**src/rtl/proc_controller_p_if.sv**
```systemverilog
// Instruction-fetch handshake plus the Datapath control bus between the controller and Datapath.
interface proc_controller_p_if #(
  parameter int unsigned PC_W  = 8,
  parameter int unsigned RF_AW = 4
);
  localparam int unsigned D_AW    = 2 * RF_AW;
  localparam int unsigned INSTR_W = 4 + 3 * RF_AW;

  logic               imem_req;
  logic [PC_W-1:0]    imem_addr;
  logic               imem_valid;
  logic [INSTR_W-1:0] imem_data;
  logic               alu_zero;
  logic [D_AW-1:0]    D_addr;
  logic               D_wr;
  logic               RF_s;
  logic [RF_AW-1:0]   RF_W_addr;
  logic               RF_W_en;
  logic [RF_AW-1:0]   RF_Ra_addr;
  logic [RF_AW-1:0]   RF_Rb_addr;
  logic [2:0]         ALU_s0;

  modport master (
    output imem_req, imem_addr,
    input  imem_valid, imem_data, alu_zero,
    output D_addr, D_wr, RF_s, RF_W_addr, RF_W_en, RF_Ra_addr, RF_Rb_addr, ALU_s0
  );

  modport slave (
    input  imem_req, imem_addr,
    output imem_valid, imem_data, alu_zero,
    input  D_addr, D_wr, RF_s, RF_W_addr, RF_W_en, RF_Ra_addr, RF_Rb_addr, ALU_s0
  );
endinterface

```
**src/rtl/proc_controller_p.sv**
```systemverilog
// Multi-cycle processor controller: imem fetch with timeout/fault, decode, and Datapath control.
module proc_controller_p #(
  parameter  int unsigned PC_W         = 8,
  parameter  int unsigned RF_AW        = 4,
  parameter  int unsigned IMEM_TIMEOUT = 15,
  localparam int unsigned D_AW         = 2 * RF_AW,
  localparam int unsigned INSTR_W      = 4 + 3 * RF_AW
) (
  input  logic               Clock,
  input  logic               ResetN,
  proc_controller_p_if.master bus,
  output logic [PC_W-1:0]    PC_Out,
  output logic [INSTR_W-1:0] IR_Out,
  output logic [3:0]         State,
  output logic [3:0]         NextState,
  output logic               halted,
  output logic               fault
);

  localparam int unsigned CNT_W = (IMEM_TIMEOUT < 2) ? 1 : $clog2(IMEM_TIMEOUT + 1);

  typedef enum logic [3:0] {
    S_INIT       = 4'd0,
    S_FETCH      = 4'd1,
    S_FETCH_WAIT = 4'd2,
    S_DECODE     = 4'd3,
    S_NOOP       = 4'd4,
    S_LOAD_A     = 4'd5,
    S_LOAD_B     = 4'd6,
    S_STORE      = 4'd7,
    S_ADD        = 4'd8,
    S_SUB        = 4'd9,
    S_JZ         = 4'd10,
    S_HALT       = 4'd11
  } state_t;

  state_t             r_state;
  logic [PC_W-1:0]    r_pc;
  logic [INSTR_W-1:0] r_ir;
  logic [CNT_W-1:0]   r_wait_cnt;
  logic               r_fault;

  logic               r_imem_req;
  logic [D_AW-1:0]    r_d_addr;
  logic               r_d_wr;
  logic               r_rf_s;
  logic [RF_AW-1:0]   r_rf_w_addr;
  logic               r_rf_w_en;
  logic [RF_AW-1:0]   r_rf_ra;
  logic [RF_AW-1:0]   r_rf_rb;
  logic [2:0]         r_alu_s0;
  logic               r_halted;

  state_t             w_next_state;
  logic [PC_W-1:0]    w_next_pc;
  logic [INSTR_W-1:0] w_next_ir;
  logic [CNT_W-1:0]   w_next_cnt;
  logic               w_next_fault;
  logic [31:0]        w_wait_inc;
  logic [3:0]         w_opcode;

  logic               w_imem_req;
  logic [D_AW-1:0]    w_d_addr;
  logic               w_d_wr;
  logic               w_rf_s;
  logic [RF_AW-1:0]   w_rf_w_addr;
  logic               w_rf_w_en;
  logic [RF_AW-1:0]   w_rf_ra;
  logic [RF_AW-1:0]   w_rf_rb;
  logic [2:0]         w_alu_s0;
  logic               w_halted;

  logic [RF_AW-1:0]   w_n_a;
  logic [RF_AW-1:0]   w_n_b;
  logic [RF_AW-1:0]   w_n_c;
  logic [D_AW-1:0]    w_n_k;
  logic [D_AW-1:0]    w_n_ld_addr;

  assign w_opcode    = r_ir[INSTR_W-1 -: 4];
  assign w_wait_inc  = 32'(r_wait_cnt) + 32'd1;

  assign w_n_a       = w_next_ir[3*RF_AW-1 -: RF_AW];
  assign w_n_b       = w_next_ir[2*RF_AW-1 -: RF_AW];
  assign w_n_c       = w_next_ir[RF_AW-1:0];
  assign w_n_k       = w_next_ir[D_AW-1:0];
  assign w_n_ld_addr = w_next_ir[D_AW+RF_AW-1:RF_AW];

  always_comb begin
    w_next_state = r_state;
    w_next_pc    = r_pc;
    w_next_ir    = r_ir;
    w_next_cnt   = r_wait_cnt;
    w_next_fault = r_fault;
    case (r_state)
      S_INIT:  w_next_state = S_FETCH;
      S_FETCH: begin
        w_next_state = S_FETCH_WAIT;
        w_next_cnt   = '0;
      end
      S_FETCH_WAIT: begin
        // An instruction arriving on the expiry cycle still wins over the timeout.
        if (bus.imem_valid) begin
          w_next_ir    = bus.imem_data;
          w_next_pc    = r_pc + 1'b1;
          w_next_cnt   = '0;
          w_next_state = S_DECODE;
        end else if (IMEM_TIMEOUT != 0) begin
          if (w_wait_inc == IMEM_TIMEOUT) begin
            w_next_fault = 1'b1;
            w_next_cnt   = '0;
            w_next_state = S_HALT;
          end else begin
            w_next_cnt = CNT_W'(w_wait_inc);
          end
        end
      end
      S_DECODE: begin
        case (w_opcode)
          4'd1:    w_next_state = S_STORE;
          4'd2:    w_next_state = S_LOAD_A;
          4'd3:    w_next_state = S_ADD;
          4'd4:    w_next_state = S_SUB;
          4'd5:    w_next_state = S_HALT;
          4'd6:    w_next_state = S_JZ;
          default: w_next_state = S_NOOP;
        endcase
      end
      S_LOAD_A: w_next_state = S_LOAD_B;
      S_JZ: begin
        if (bus.alu_zero) w_next_pc = PC_W'(r_ir[D_AW-1:0]);
        w_next_state = S_FETCH;
      end
      S_NOOP, S_LOAD_B, S_STORE, S_ADD, S_SUB: w_next_state = S_FETCH;
      S_HALT:  w_next_state = S_HALT;
      default: w_next_state = S_INIT;
    endcase
  end

  // Control outputs are decoded from the upcoming state/IR and registered, so they
  // equal a decode of the current State/IR while coming straight from flops.
  always_comb begin
    w_imem_req  = 1'b0;
    w_d_addr    = '0;
    w_d_wr      = 1'b0;
    w_rf_s      = 1'b0;
    w_rf_w_addr = '0;
    w_rf_w_en   = 1'b0;
    w_rf_ra     = '0;
    w_rf_rb     = '0;
    w_alu_s0    = 3'd0;
    w_halted    = 1'b0;
    case (w_next_state)
      S_FETCH, S_FETCH_WAIT: w_imem_req = 1'b1;
      S_STORE: begin
        w_d_addr = w_n_k;
        w_rf_ra  = w_n_a;
        w_d_wr   = 1'b1;
      end
      S_LOAD_A: w_d_addr = w_n_ld_addr;
      S_LOAD_B: begin
        w_d_addr    = w_n_ld_addr;
        w_rf_s      = 1'b1;
        w_rf_w_addr = w_n_c;
        w_rf_w_en   = 1'b1;
      end
      S_ADD, S_SUB: begin
        w_rf_ra     = w_n_a;
        w_rf_rb     = w_n_b;
        w_alu_s0    = (w_next_state == S_ADD) ? 3'd1 : 3'd2;
        w_rf_w_addr = w_n_c;
        w_rf_w_en   = 1'b1;
      end
      S_JZ:    w_rf_ra  = w_n_a;
      S_HALT:  w_halted = 1'b1;
      default: ;
    endcase
  end

  always_ff @(posedge Clock or negedge ResetN) begin
    if (!ResetN) begin
      r_state     <= S_INIT;
      r_pc        <= '0;
      r_ir        <= '0;
      r_wait_cnt  <= '0;
      r_fault     <= 1'b0;
      r_imem_req  <= 1'b0;
      r_d_addr    <= '0;
      r_d_wr      <= 1'b0;
      r_rf_s      <= 1'b0;
      r_rf_w_addr <= '0;
      r_rf_w_en   <= 1'b0;
      r_rf_ra     <= '0;
      r_rf_rb     <= '0;
      r_alu_s0    <= 3'd0;
      r_halted    <= 1'b0;
    end else begin
      r_state     <= w_next_state;
      r_pc        <= w_next_pc;
      r_ir        <= w_next_ir;
      r_wait_cnt  <= w_next_cnt;
      r_fault     <= w_next_fault;
      r_imem_req  <= w_imem_req;
      r_d_addr    <= w_d_addr;
      r_d_wr      <= w_d_wr;
      r_rf_s      <= w_rf_s;
      r_rf_w_addr <= w_rf_w_addr;
      r_rf_w_en   <= w_rf_w_en;
      r_rf_ra     <= w_rf_ra;
      r_rf_rb     <= w_rf_rb;
      r_alu_s0    <= w_alu_s0;
      r_halted    <= w_halted;
    end
  end

  assign bus.imem_req   = r_imem_req;
  assign bus.imem_addr  = r_pc;
  assign bus.D_addr     = r_d_addr;
  assign bus.D_wr       = r_d_wr;
  assign bus.RF_s       = r_rf_s;
  assign bus.RF_W_addr  = r_rf_w_addr;
  assign bus.RF_W_en    = r_rf_w_en;
  assign bus.RF_Ra_addr = r_rf_ra;
  assign bus.RF_Rb_addr = r_rf_rb;
  assign bus.ALU_s0     = r_alu_s0;

  assign PC_Out    = r_pc;
  assign IR_Out    = r_ir;
  assign State     = r_state;
  assign NextState = w_next_state;
  assign halted    = r_halted;
  assign fault     = r_fault;

endmodule

```
**src/flat_wrapper.sv**
```systemverilog
// flat-port wrapper written by rule: the top's interface ports become plain ports
module proc_controller_p_flat 
#(
  parameter  int unsigned PC_W         = 8,
  parameter  int unsigned RF_AW        = 4,
  parameter  int unsigned IMEM_TIMEOUT = 15,
  localparam int unsigned D_AW         = 2 * RF_AW,
  localparam int unsigned INSTR_W      = 4 + 3 * RF_AW
)
  (Clock, ResetN, PC_Out, IR_Out, State, NextState, halted, fault, bus_imem_req, bus_imem_addr, bus_imem_valid, bus_imem_data, bus_alu_zero, bus_D_addr, bus_D_wr, bus_RF_s, bus_RF_W_addr, bus_RF_W_en, bus_RF_Ra_addr, bus_RF_Rb_addr, bus_ALU_s0);
  proc_controller_p_if #(.PC_W(PC_W), .RF_AW(RF_AW)) bus_i ();
  input  logic Clock;
  input  logic ResetN;
  output logic [PC_W-1:0] PC_Out;
  output logic [INSTR_W-1:0] IR_Out;
  output logic [3:0] State;
  output logic [3:0] NextState;
  output logic halted;
  output logic fault;
  output wire logic [$bits(bus_i.imem_req)-1:0] bus_imem_req;
  output wire logic [$bits(bus_i.imem_addr)-1:0] bus_imem_addr;
  input wire logic [$bits(bus_i.imem_valid)-1:0] bus_imem_valid;
  input wire logic [$bits(bus_i.imem_data)-1:0] bus_imem_data;
  input wire logic [$bits(bus_i.alu_zero)-1:0] bus_alu_zero;
  output wire logic [$bits(bus_i.D_addr)-1:0] bus_D_addr;
  output wire logic [$bits(bus_i.D_wr)-1:0] bus_D_wr;
  output wire logic [$bits(bus_i.RF_s)-1:0] bus_RF_s;
  output wire logic [$bits(bus_i.RF_W_addr)-1:0] bus_RF_W_addr;
  output wire logic [$bits(bus_i.RF_W_en)-1:0] bus_RF_W_en;
  output wire logic [$bits(bus_i.RF_Ra_addr)-1:0] bus_RF_Ra_addr;
  output wire logic [$bits(bus_i.RF_Rb_addr)-1:0] bus_RF_Rb_addr;
  output wire logic [$bits(bus_i.ALU_s0)-1:0] bus_ALU_s0;
  assign bus_imem_req = bus_i.imem_req;
  assign bus_imem_addr = bus_i.imem_addr;
  assign bus_i.imem_valid = bus_imem_valid;
  assign bus_i.imem_data = bus_imem_data;
  assign bus_i.alu_zero = bus_alu_zero;
  assign bus_D_addr = bus_i.D_addr;
  assign bus_D_wr = bus_i.D_wr;
  assign bus_RF_s = bus_i.RF_s;
  assign bus_RF_W_addr = bus_i.RF_W_addr;
  assign bus_RF_W_en = bus_i.RF_W_en;
  assign bus_RF_Ra_addr = bus_i.RF_Ra_addr;
  assign bus_RF_Rb_addr = bus_i.RF_Rb_addr;
  assign bus_ALU_s0 = bus_i.ALU_s0;
  proc_controller_p #(.PC_W(PC_W), .RF_AW(RF_AW), .IMEM_TIMEOUT(IMEM_TIMEOUT)) u_core (.Clock(Clock), .ResetN(ResetN), .bus(bus_i), .PC_Out(PC_Out), .IR_Out(IR_Out), .State(State), .NextState(NextState), .halted(halted), .fault(fault));
endmodule
```
**config.mk**
```make
export PLATFORM = sky130hd
export DESIGN_NAME = proc_controller_p_flat
export DESIGN_NICKNAME = d
export VERILOG_FILES = /design/src/rtl/proc_controller_p_if.sv /design/src/rtl/proc_controller_p.sv /design/src/flat_wrapper.sv
export SDC_FILE = /design/constraint.sdc
export NUM_CORES = 1
export LEC_CHECK = 0
export BUFFER_PORTS_ARGS = -buffer_cell sky130_fd_sc_hd__buf_2
export CORE_ASPECT_RATIO = 0.9
export CORE_MARGIN = 2
export CORE_UTILIZATION = 52
export CTS_CLUSTER_SIZE = 30
export DETAILED_ROUTE_END_ITERATION = 16
export PLACE_DENSITY_LB_ADDON = 0.15
export RECOVER_POWER = 100
export SLEW_MARGIN = 20
export SYNTH_ARGS = -nofsm -noshare
export SYNTH_HDL_FRONTEND = slang
export SYNTH_SLANG_ARGS = --single-unit
```
**constraint.sdc**
```tcl
create_clock -name Clock -period 2.9 [get_ports Clock]
set_clock_uncertainty 0.15 [all_clocks]
set_input_delay 0.58 -clock Clock [delete_from_list [all_inputs] [get_ports Clock]]
set_output_delay 0.58 -clock Clock [all_outputs]
set_load 0.02 [all_outputs]
```
==> results of run 1 <==
## worst max-delay path: cells and delay by family, from the launching register on
family,cells,cell delay (ps)
AO/OA/AOI/OAI,2,590
flip-flops,1,440
AND/OR/NAND/NOR,2,490
buffers and inverters,2,220
## layout by cell type (no fill, tap or decap), types with 10 or more instances in the layout
master | netlist | layout
buf_2 | 2 | 35
nand2_1 | 34 | 34
nor2b_1 | 10 | 10
nor2_1 | 13 | 12
dfrtp_1 | 60 | 56
a21oi_1 | 24 | 24
clkbuf_1 | 4 | 52
buf_4 | 14 | 15
inv_1 | 12 | 11
nand3_1 | 11 | 11
o21ai_0 | 15 | 15
mux2_2 | 12 | 12
## cells by family (layout without fill, tap and decap cells)
kind of cell | count (synthesis) | in the layout | synth area share (%)
buffers and inverters | 33 | 132 | 5.92
AO/OA/AOI/OAI | 84 | 84 | 19.7
flip-flops | 60 | 60 | 49.6
AND/OR/NAND/NOR | 97 | 97 | 16.9
multiplexers | 18 | 18 | 6.45
adder cells (fa/ha/maj) | 3 | 3 | 1.24
other | 1 | 1 | 0.124
## state kept, by name, summed over array words and instances, names as in the netlist
signal / cells
u_core.State: 4
u_core.bus.D_addr: 8
u_core.PC_Out: 8
u_core.fault: 1
u_core.bus.RF_s: 1
u_core.bus.D_wr: 1
u_core.bus.RF_Ra_addr: 4
u_core.halted: 1
u_core.bus.ALU_s0: 2
u_core.bus.imem_req: 1
u_core.bus.RF_W_en: 1
u_core.bus.RF_Rb_addr: 4
u_core.bus.RF_W_addr: 4
u_core.IR_Out: 16
u_core.r_wait_cnt: 4
## cell type report
cell class / instances / area, µm²
multi-input cells: 203 / 1360
clock buffers: 9 / 124
inverters: 13 / 48.8
well taps: 70 / 87.6
flip-flops and latches: 60 / 1510
clock inverters: 7 / 98.8
repair buffers: 103 / 488
fillers: 472 / 1940
## synth_stat cells, types with 2 or more instances
master	instances
nor2b_1	10
nand4_1	2
buf_4	14
dfrtp_1	60
mux2i_1	6
a21oi_1	24
nand3_1	11
nor3_1	7
nor2_1	13
a21o_1	5
a21oi_2	3
a22oi_1	3
inv_1	12
nand2_1	34
a41o_1	2
and2_1	2
o21ai_0	15
o22ai_1	6
nor3b_1	2
a221oi_1	7
buf_2	2
ha_1	3
a211oi_1	6
nand2b_1	3
clkbuf_1	4
mux2_2	12
nand3b_1	4
## final timing paths
kind | endpoint | slack (ps) | cells after the start
setup / recovery | NextState[0] | 90 | 6
hold / removal | u_core.IR_Out[13] | 320 | 2
setup reg to reg | u_core.bus.RF_W_addr[1] | 420 | 7
hold reg to reg | u_core.fault | 340 | 1
max in group asynchronous | u_core.IR_Out[12] | 1080 | 2
min in group asynchronous | u_core.PC_Out[3] | 520 | 2
## what timing repair did
item                                    in CTS  in global routing
endpoints found under the setup margin       1                  2
pin swaps                                    1                  1
buffers inserted                             2                  1
gates resized for setup                      4                  7
## routing by layer
layer  share of wire (%)  wire [µm]  track usage, %  up-vias
li1                    -          -               -     1254
met1                  43       3210            32.9     1231
met2                  47       3500            38.1      106
met3                 8.0        590            6.28        9
met4                 1.6        115            9.68        0
met5                   0          0               0        -
## through the flow
step	power, mW	hold WS, ps	instances	instance area (µm²)	worst slack [ps]
floorplan	3.12	134	296	3020	344
global placement	3.80	307	446	3510	210
detailed placement	3.85	317	446	3510	148
CTS	4.74	258	464	3760	41.0
global route	5.02	311	465	3720	5.29
finish	4.69	320	465	3720	93.2
## power by group through the flow
| stage | clock [mW] | sequential, mW | combinational, mW |
|---|---|---|---|
| after detailed placement | 0 | 1.44 | 2.41 |
| after global placement | 0 | 1.42 | 2.38 |
| final | 0.836 | 1.44 | 2.41 |
| after CTS | 0.855 | 1.43 | 2.45 |
| after floorplan | 0 | 1.73 | 1.40 |
| after global routing | 0.892 | 1.49 | 2.64 |
==> out/metrics.yaml, run 1 <==
ys.flop_type: "dfrtp_1"
synth_top_area_cell: "dfrtp_1"
synth_edf_count: 0
period_share_pct: 96.8
pwr-share-seq_pct: 30.8
dp_hpwl_mm: 5.20
antenna_found_initial: 0
cts.clk_slew.worst_paths_ps: 70
worst_path_max_delay_cell: "dfrtp_2"
r2r-start: "u_core.State[2]"
cp.required_ps: 2170
arrival_ps: 2080
yosysSeqAreaShare_pct: 49.6
boundaryPins: 89
rows: 26
routedWlPerCell_um: 15.9
nets: 413
synth_top_area_share_pct: 49.6
hold_start: "bus_imem_data[13]"
drt_drc_violations_left: 0
start_kind: "flop"
slew_violations: 0
cp-end-kind: "output port"
via_per_inst: 5.59
cts_num_sinks: 60
overflow: 0
cap_violations: 0
core_mm2: 0.00566
synth.distinct_cells: 51
cts_tree: "built"
setup-tns-final_ps: 0
syn_to_final_growth_pct: 22.9
gr-usage-all-layers_pct: 24.4
grt_pass1_vias: 2574
ant_nets: 0
hold_viol: 0
dieArea_mm2: 0.00644
n_antenna_cell: 0
fmaxAchievable_ghz: 0.356
synth_fp_nets: 319
cts_buffers: 9
peakVddDrop_mv: 0.724
die_w_um: 84.4
relSlewSlack_pct: 2.29
critPathMaxFanout: 8
vias: 2600
gp_congestion: 0.824
dr.pass1.iters: 4
powerDensity_mw_per_mm2: 1260
p_clk_share_pct: 17.8
clk-insertion-delay-late_ps: 340
yosysWarnings: 0
cts_buffer_depth: 2
netlist_instances: 296
rsz0062_at_grt: "true"
drt-total-wl_mm: 7.41
grt_pass1_wl_mm: 12.6
internal_power_mw: 2.49
portBuffers: 87
finalCoreUtilization_pct: 65.6
fin_crit_ps: 2810
crit_start: "u_core.IR_Out[12]"
start_util_pct: 53.4
finalSetupViolCount: 0
synth.area.top_cells: "dfrtp_1, mux2_2, nand2_1"
p_leak_nw: 1.73
syn_area_per_cell_um2: 10.2
crit_type: "reg -> out"
drive_gt1_share_pct: 25.1
cts_max_level: 3
ctsHoldBuffers: 0
ys_ff_latch: 60
tightestPinTransition_ps: 1470
cp_cell_sequence: "or3b_4 -> a2111oi_4 -> a21o_1 -> nor2_4 -> inv_2 -> buf_4"
root_buffer: "clkbuf_8"
synth_area_mm2: 0.00302
slowest_delay_ps: 440
grt_max_degree: 61
p_sw_share_pct: 47.0
pwr-share-comb_pct: 51.4
ys_async_sr_fraction_pct: 100
status: "finished, final reports clean"
p_sw_mw: 2.21
min_path_type: "in -> reg"
drt_iter0_drc: 140
fp.dieH_um: 76.3
No activity file was read; power rests on OpenSTA's default activity.
==> inputs of run 2 (changes only) <==
Settings changed: GPL_TIMING_DRIVEN set to 0.
==> run 2 against run 1 <==
The run now ends with negative setup slack left. Final cell count rose by 3.9%. Critical path depth rose by 2. Sequential power barely moved. Clock power rose by 2%. Power rose by 4.0%. Critical path type unchanged. Highest routed layer unchanged.
==> out/metrics.yaml, run 2 (same netlist as run 1, synthesis figures left out) <==
syn_to_final_growth_pct: 27.7  # was 22.9%
cts_num_sinks: 60  # unchanged
finalSetupViolCount: 1  # was 0
vias: 2722  # was 2600
grt_pass1_vias: 2562  # was 2574
ctsHoldBuffers: 0  # unchanged
rows: 26  # unchanged
final_cell_mix: "dfrtp_1, clkbuf_1, buf_2"  # unchanged
cts_max_level: 3  # unchanged
final_common_cell: "dfrtp_1"  # unchanged
failed_checks: "negative setup slack"
p_sw_share_pct: 46.5  # was 47.0%
drt_drc_violations_left: 0  # unchanged
antenna_found_initial: 0  # unchanged
place_ws_ps: -105  # was 148 ps
rr_worst_depth: 8  # was 7
n_antenna_cell: 0  # unchanged
overflow: 0  # unchanged
dr.pass1.iters: 5  # was 4
cts_tree: "built"  # unchanged
slew_violations: 0  # unchanged
p_leak_nw: 1.84  # was 1.73 nW
cp-end-kind: "output port"  # unchanged
largest_reg_flops: 16  # unchanged
start_util_pct: 53.4  # unchanged
grt_pass1_wl_mm: 12.4  # was 12.6 mm
cap_violations: 0  # unchanged
min_path_type: "in -> reg"  # unchanged
fmaxAchievable_ghz: 0.344  # was 0.356 GHz
status: "complete, but fails checks"  # was finished, final reports clean
ant_nets: 0  # unchanged
p_clk_share_pct: 17.4  # was 17.8%
regArea_mm2: 0.00150  # was 0.00151 mm²
cp.depth: 8  # was 6
hold_depth: 2  # unchanged
portBuffers: 86  # was 87
critPathMaxFanout: 5  # was 8
slowest_delay_ps: 390  # was 440 ps
core_mm2: 0.00566  # unchanged
grt_max_degree: 61  # unchanged
cp_cell_sequence: "buf_6 -> nand3b_1 -> buf_4 -> a2111oi_4 -> a21o_1 -> nor2_4 -> inv_2 -> buf_6"  # was or3b_4 -> a2111oi_4 -> a21o_1 -> nor2_4 -> inv_2 -> buf_4
peakVddDrop_mv: 0.662  # was 0.724 mV
cp_num_buf_inv: 4  # was 2
pwr-share-seq_pct: 29.1  # was 30.8%
pwr-share-comb_pct: 53.5  # was 51.4%
gp_congestion: 0.833  # was 0.824
clk-insertion-delay-late_ps: 350  # was 340 ps
multi_input_area_mm2: 0.00137  # was 0.00136 mm²
hold_viol: 0  # unchanged
rsz0062_at_grt: "true"  # unchanged
arrival_ps: 2170  # was 2080 ps
drive_gt1_share_pct: 28.6  # was 25.1%
cts_buffers: 9  # unchanged
die_w_um: 84.4  # unchanged
root_buffer: "clkbuf_8"  # unchanged
drt-total-wl_mm: 7.60  # was 7.41 mm
crit_top_cell: "buf_6"
nets: 431  # was 413
start_kind: "flop"  # unchanged
dieArea_mm2: 0.00644  # unchanged
period_share_pct: 100  # was 96.8%
drt_iter0_drc: 247  # was 140
cp_top_family: "buffers and inverters"  # was compound AO/OA/AOI/OAI gates
cp.required_ps: 2170  # about the same
p_sw_mw: 2.27  # was 2.21 mW
powerDensity_mw_per_mm2: 1260  # about the same
total_power_mw: 4.88  # was 4.69 mW
cts_buffer_depth: 2  # unchanged
worst_path_max_delay_cell: "dfrtp_1"  # was dfrtp_2
via_per_inst: 5.64  # was 5.59
fp.dieH_um: 76.3  # unchanged
internal_power_mw: 2.61  # was 2.49 mW
fin_crit_ps: 2900  # was 2810 ps
relSlewSlack_pct: 3.89  # was 2.29%
setup-tns-final_ps: -3.24  # was 0 ps
gr-usage-all-layers_pct: 24.3  # was 24.4%
crit_type: "reg -> out"  # unchanged
tightestPinTransition_ps: 1440  # was 1470 ps
setup_slack_ps: -3.24  # was 93.2 ps
cts.clk_slew.worst_paths_ps: 70  # about the same
routedWlPerCell_um: 15.7  # was 15.9 µm
boundaryPins: 89  # unchanged
dp_hpwl_mm: 5.13  # was 5.20 mm
nFillCells: 483  # was 472
run 2: cell count changes in the layout (fill, tap and decap cells not counted), sizes merged:
cell    previous run  this run
buf               50        70
inv               13        14
clkbuf            62        60
clkinv             4         3
run 2: layout make-up:
cell class	count	area share [%]
multi-input cells	203	35.5
clock buffers	9	3.21
plain buffers	20	3.56
clock inverters	7	2.56
inverters	13	1.26
well taps	70	2.27
flip-flops and latches	60	39.0
repair buffers	101	12.7
run 2: final timing paths:
path                              startpoint                       end  slack (ps)
setup / recovery             u_core.State[2]              NextState[0]          -3
hold / removal             bus_imem_data[13]         u_core.IR_Out[13]         320
setup reg to reg             u_core.State[2]  u_core.bus.RF_Ra_addr[1]         430
hold reg to reg                 u_core.fault              u_core.fault         330
max in group asynchronous             ResetN           u_core.State[0]        1220
min in group asynchronous             ResetN          u_core.PC_Out[7]         410
run 2: power by group through the flow:
stage | registers (mW) | logic, mW | clock network, mW
global route | 1.47 | 2.85 | 0.897
detailed placement | 1.42 | 2.44 | 0
floorplan | 1.73 | 1.40 | 0
finish | 1.42 | 2.61 | 0.851
global placement | 1.42 | 2.40 | 0
CTS | 1.41 | 2.54 | 0.863
run 2: repair_timing:
item / 4_1_cts / 5_1_grt
buffers inserted: 3 / 12
gates resized for setup: 8 / 7
endpoints found under the setup margin: 3 / 4
pin swaps: 3 / 4
run 2: stage by stage:
| step | std cells | area, µm² | hold slack (ps) | utilization (%) |
|---|---|---|---|---|
| global placement | 452 | 3540 | 320 | 62.6 |
| detailed placement | 452 | 3540 | 306 | 62.6 |
| floorplan | 296 | 3020 | 134 | - |
| finish | 483 | 3860 | 316 | 68.2 |
| global route | 483 | 3860 | 312 | 68.2 |
| CTS | 471 | 3810 | 170 | 67.4 |
run 2: routing by layer:
metal / vias to the layer above / GRT usage, % / part of all wire [%]
met5: - / 0 / 0
met4: 0 / 9.37 / 1.7
met3: 14 / 6.61 / 7.3
met2: 109 / 38.3 / 48
met1: 1313 / 32.3 / 43
li1: 1286 / - / -
run 2: worst reg2reg max path: stages, from the launching register on:
cell	delay, ps
dfrtp_1	390
buf_6	120
nand3b_1	290
buf_4	230
a2111oi_4	360
buf_4	180
a21oi_2	80
a21oi_2	360
mux2i_1	230
==> inputs of run 3 (changes only) <==
Settings changed: CORE_ASPECT_RATIO 0.9 to 2, HOLD_SLACK_MARGIN set to 0.02.
==> run 3 against run 2 <==
The flow now finishes without violations. Worst hold slack improved by 6.5 ps. Count of clock-buffer cells in the layout is 2 higher. Fmax increased by 3.6%. Sequential cell count is the same. Setup slack better by 100 ps. Non-clock buffer count decreased by 6. Power rose by 5.3%. Critical path type unchanged. Wire length is 6.2% higher. Critical path depth fell by 2.
==> out/metrics.yaml, run 3 (same netlist as run 1, synthesis figures left out) <==
rrSetupSlack_ps: 420  # was 430 ps
p_clk_share_pct: 21.8  # was 17.4%
cts_buffers: 9  # unchanged
cts_tree: "built"  # unchanged
drt_iter0_drc: 187  # was 247
start_util_pct: 53.4  # unchanged
fin_cells: 467  # was 483
root_buffer: "clkbuf_16"  # was clkbuf_8
vias: 2761  # was 2722
tightestPinTransition_ps: 1430  # was 1440 ps
die_w_um: 57.9  # was 84.4 µm
final_cell_mix: "dfrtp_1, clkbuf_1, buf_2"  # unchanged
ant_nets: 0  # unchanged
clk-insertion-delay-late_ps: 320  # was 350 ps
status: "finished, final reports clean"  # was complete, but fails checks
finalCoreUtilization_pct: 68.8  # was 68.2%
fmaxAchievable_ghz: 0.357  # was 0.344 GHz
rr_worst_depth: 8  # unchanged
p_sw_share_pct: 44.3  # was 46.5%
slowest_delay_ps: 450  # was 390 ps
fin_crit_ps: 2800  # was 2900 ps
dieArea_mm2: 0.00648  # was 0.00644 mm²
place_area_mm2: 0.00353  # was 0.00354 mm²
pwr-share-seq_pct: 28.0  # was 29.1%
post-place-cells: 443  # was 452
portBuffers: 86  # unchanged
slew_violations: 0  # unchanged
drive_gt1_share_pct: 27.8  # was 28.6%
crit_start: "u_core.IR_Out[14]"  # was u_core.State[2]
cap_violations: 0  # unchanged
powerDensity_mw_per_mm2: 1320  # was 1260 mW/mm²
critPathMaxFanout: 7  # was 5
dp_hpwl_mm: 5.67  # was 5.13 mm
drt_drc_violations_left: 0  # unchanged
nets: 425  # was 431
dr.pass1.iters: 5  # unchanged
overflow: 0  # unchanged
design_area_mm2: 0.00390  # was 0.00386 mm²
gr-usage-all-layers_pct: 25.6  # was 24.3%
boundaryPins: 89  # unchanged
cts_num_sinks: 60  # unchanged
p_leak_nw: 1.86  # was 1.84 nW
final_common_cell: "dfrtp_1"  # unchanged
rsz0062_at_grt: "true"  # unchanged
cts_max_level: 3  # unchanged
finalSetupViolCount: 0  # was 1
holdWs_ps: 323  # was 316 ps
cp.required_ps: 2170  # about the same
peakVddDrop_mv: 0.846  # was 0.662 mV
drt-total-wl_mm: 8.08  # was 7.60 mm
p_sw_mw: 2.28  # was 2.27 mW
arrival_ps: 2070  # was 2170 ps
fp.dieH_um: 112  # was 76.3 µm
cts_buffer_depth: 2  # unchanged
period_share_pct: 96.6  # was 100%
cp_cell_sequence: "or3b_4 -> a2111oi_4 -> a21o_1 -> nor2_4 -> inv_2 -> buf_4"  # was buf_6 -> nand3b_1 -> buf_4 -> a2111oi_4 -> a21o_1 -> nor2_4 -> inv_2 -> buf_6
via_per_inst: 5.91  # was 5.64
grt_max_degree: 61  # unchanged
gp_congestion: 0.940  # was 0.833
syn_to_final_growth_pct: 28.8  # was 27.7%
r2r_end: "u_core.PC_Out[6]"  # was u_core.bus.RF_Ra_addr[1]
hold_viol: 0  # unchanged
core_mm2: 0.00566  # unchanged
pwr-share-comb_pct: 50.2  # was 53.5%
crit_type: "reg -> out"  # unchanged
routedWlPerCell_um: 17.3  # was 15.7 µm
r2r-start: "u_core.State[3]"  # was u_core.State[2]
cts.clk_slew.worst_paths_ps: 50  # was 70 ps
antenna_found_initial: 0  # unchanged
relSlewSlack_pct: 4.40  # was 3.89%
crit_end: "NextState[0]"  # unchanged
start_kind: "flop"  # unchanged
worst_path_max_delay_cell: "dfrtp_1"  # unchanged
rows: 39  # was 26
grt_pass1_vias: 2527  # was 2562
largest_reg_flops: 16  # unchanged
grt_pass1_wl_mm: 12.5  # was 12.4 mm
cp-end-kind: "output port"  # unchanged
min_path_type: "reg -> reg"  # was in -> reg
total_power_mw: 5.14  # was 4.88 mW
n_antenna_cell: 0  # unchanged
internal_power_mw: 2.86  # was 2.61 mW
[run 3: cell type report]
class | instances | area (µm²)
Buffer | 20 | 134
Timing Repair Buffer | 95 | 444
Multi-Input combinational cell | 203 | 1370
Tap cell | 61 | 76.3
Inverter | 13 | 48.8
Clock inverter | 4 | 73.8
Clock buffer | 11 | 243
Fill cell | 452 | 1760
Sequential cell | 60 | 1510
[run 3: worst max-delay path, delay by kind of cell, from the launching register on]
kind	cells	cell delay, ps
simple gates	2	470
compound gates	2	620
flops	1	450
buf+inv	2	210
[run 3: routing by layer]
| layer | global-route usage (%) | vias up | wire length (µm) |
|---|---|---|---|
| met3 | 4.65 | 18 | 514 |
| li1 | - | 1278 | - |
| met1 | 28.7 | 1330 | 2900 |
| met4 | 12.1 | 0 | 222 |
| met5 | 0 | - | 0 |
| met2 | 45.3 | 135 | 4440 |
[run 3: what timing repair did]
action                     4_1_cts  5_1_grt
cloned                           0        0
pin swaps                        3        2
hold buffers                     0        0
gates resized for setup          8        6
setup endpoints to repair        3        4
setup buffers                    3        6
[run 3: worst min-delay path by stage]
stage | start | end | slack [ps] | cells after the start
after floorplan | ResetN | u_core.IR_Out[0] | 130 | 0
after global placement | u_core.fault | u_core.fault | 320 | 1
after detailed placement | u_core.fault | u_core.fault | 310 | 1
after CTS | ResetN | u_core.PC_Out[6] | 200 | 1
after global routing | bus_imem_data[14] | u_core.IR_Out[14] | 340 | 2
final | u_core.fault | u_core.fault | 320 | 1
[run 3: power by group through the flow]
stage	clock, mW	sequential [mW]	combinational (mW)
after floorplan	0	1.73	1.40
after global placement	0	1.42	2.42
after detailed placement	0	1.43	2.46
after CTS	1.13	1.43	2.55
after global routing	1.17	1.48	2.78
final	1.12	1.44	2.58
[run 3: per-stage QoR]
stage	setup slack, ps	setup TNS [ps]
after floorplan	344	0
after global placement	-0.00822	-0.00822
after detailed placement	-18.2	-18.2
after CTS	11.8	0
after global routing	-13.4	-13.4
final	97.7	0
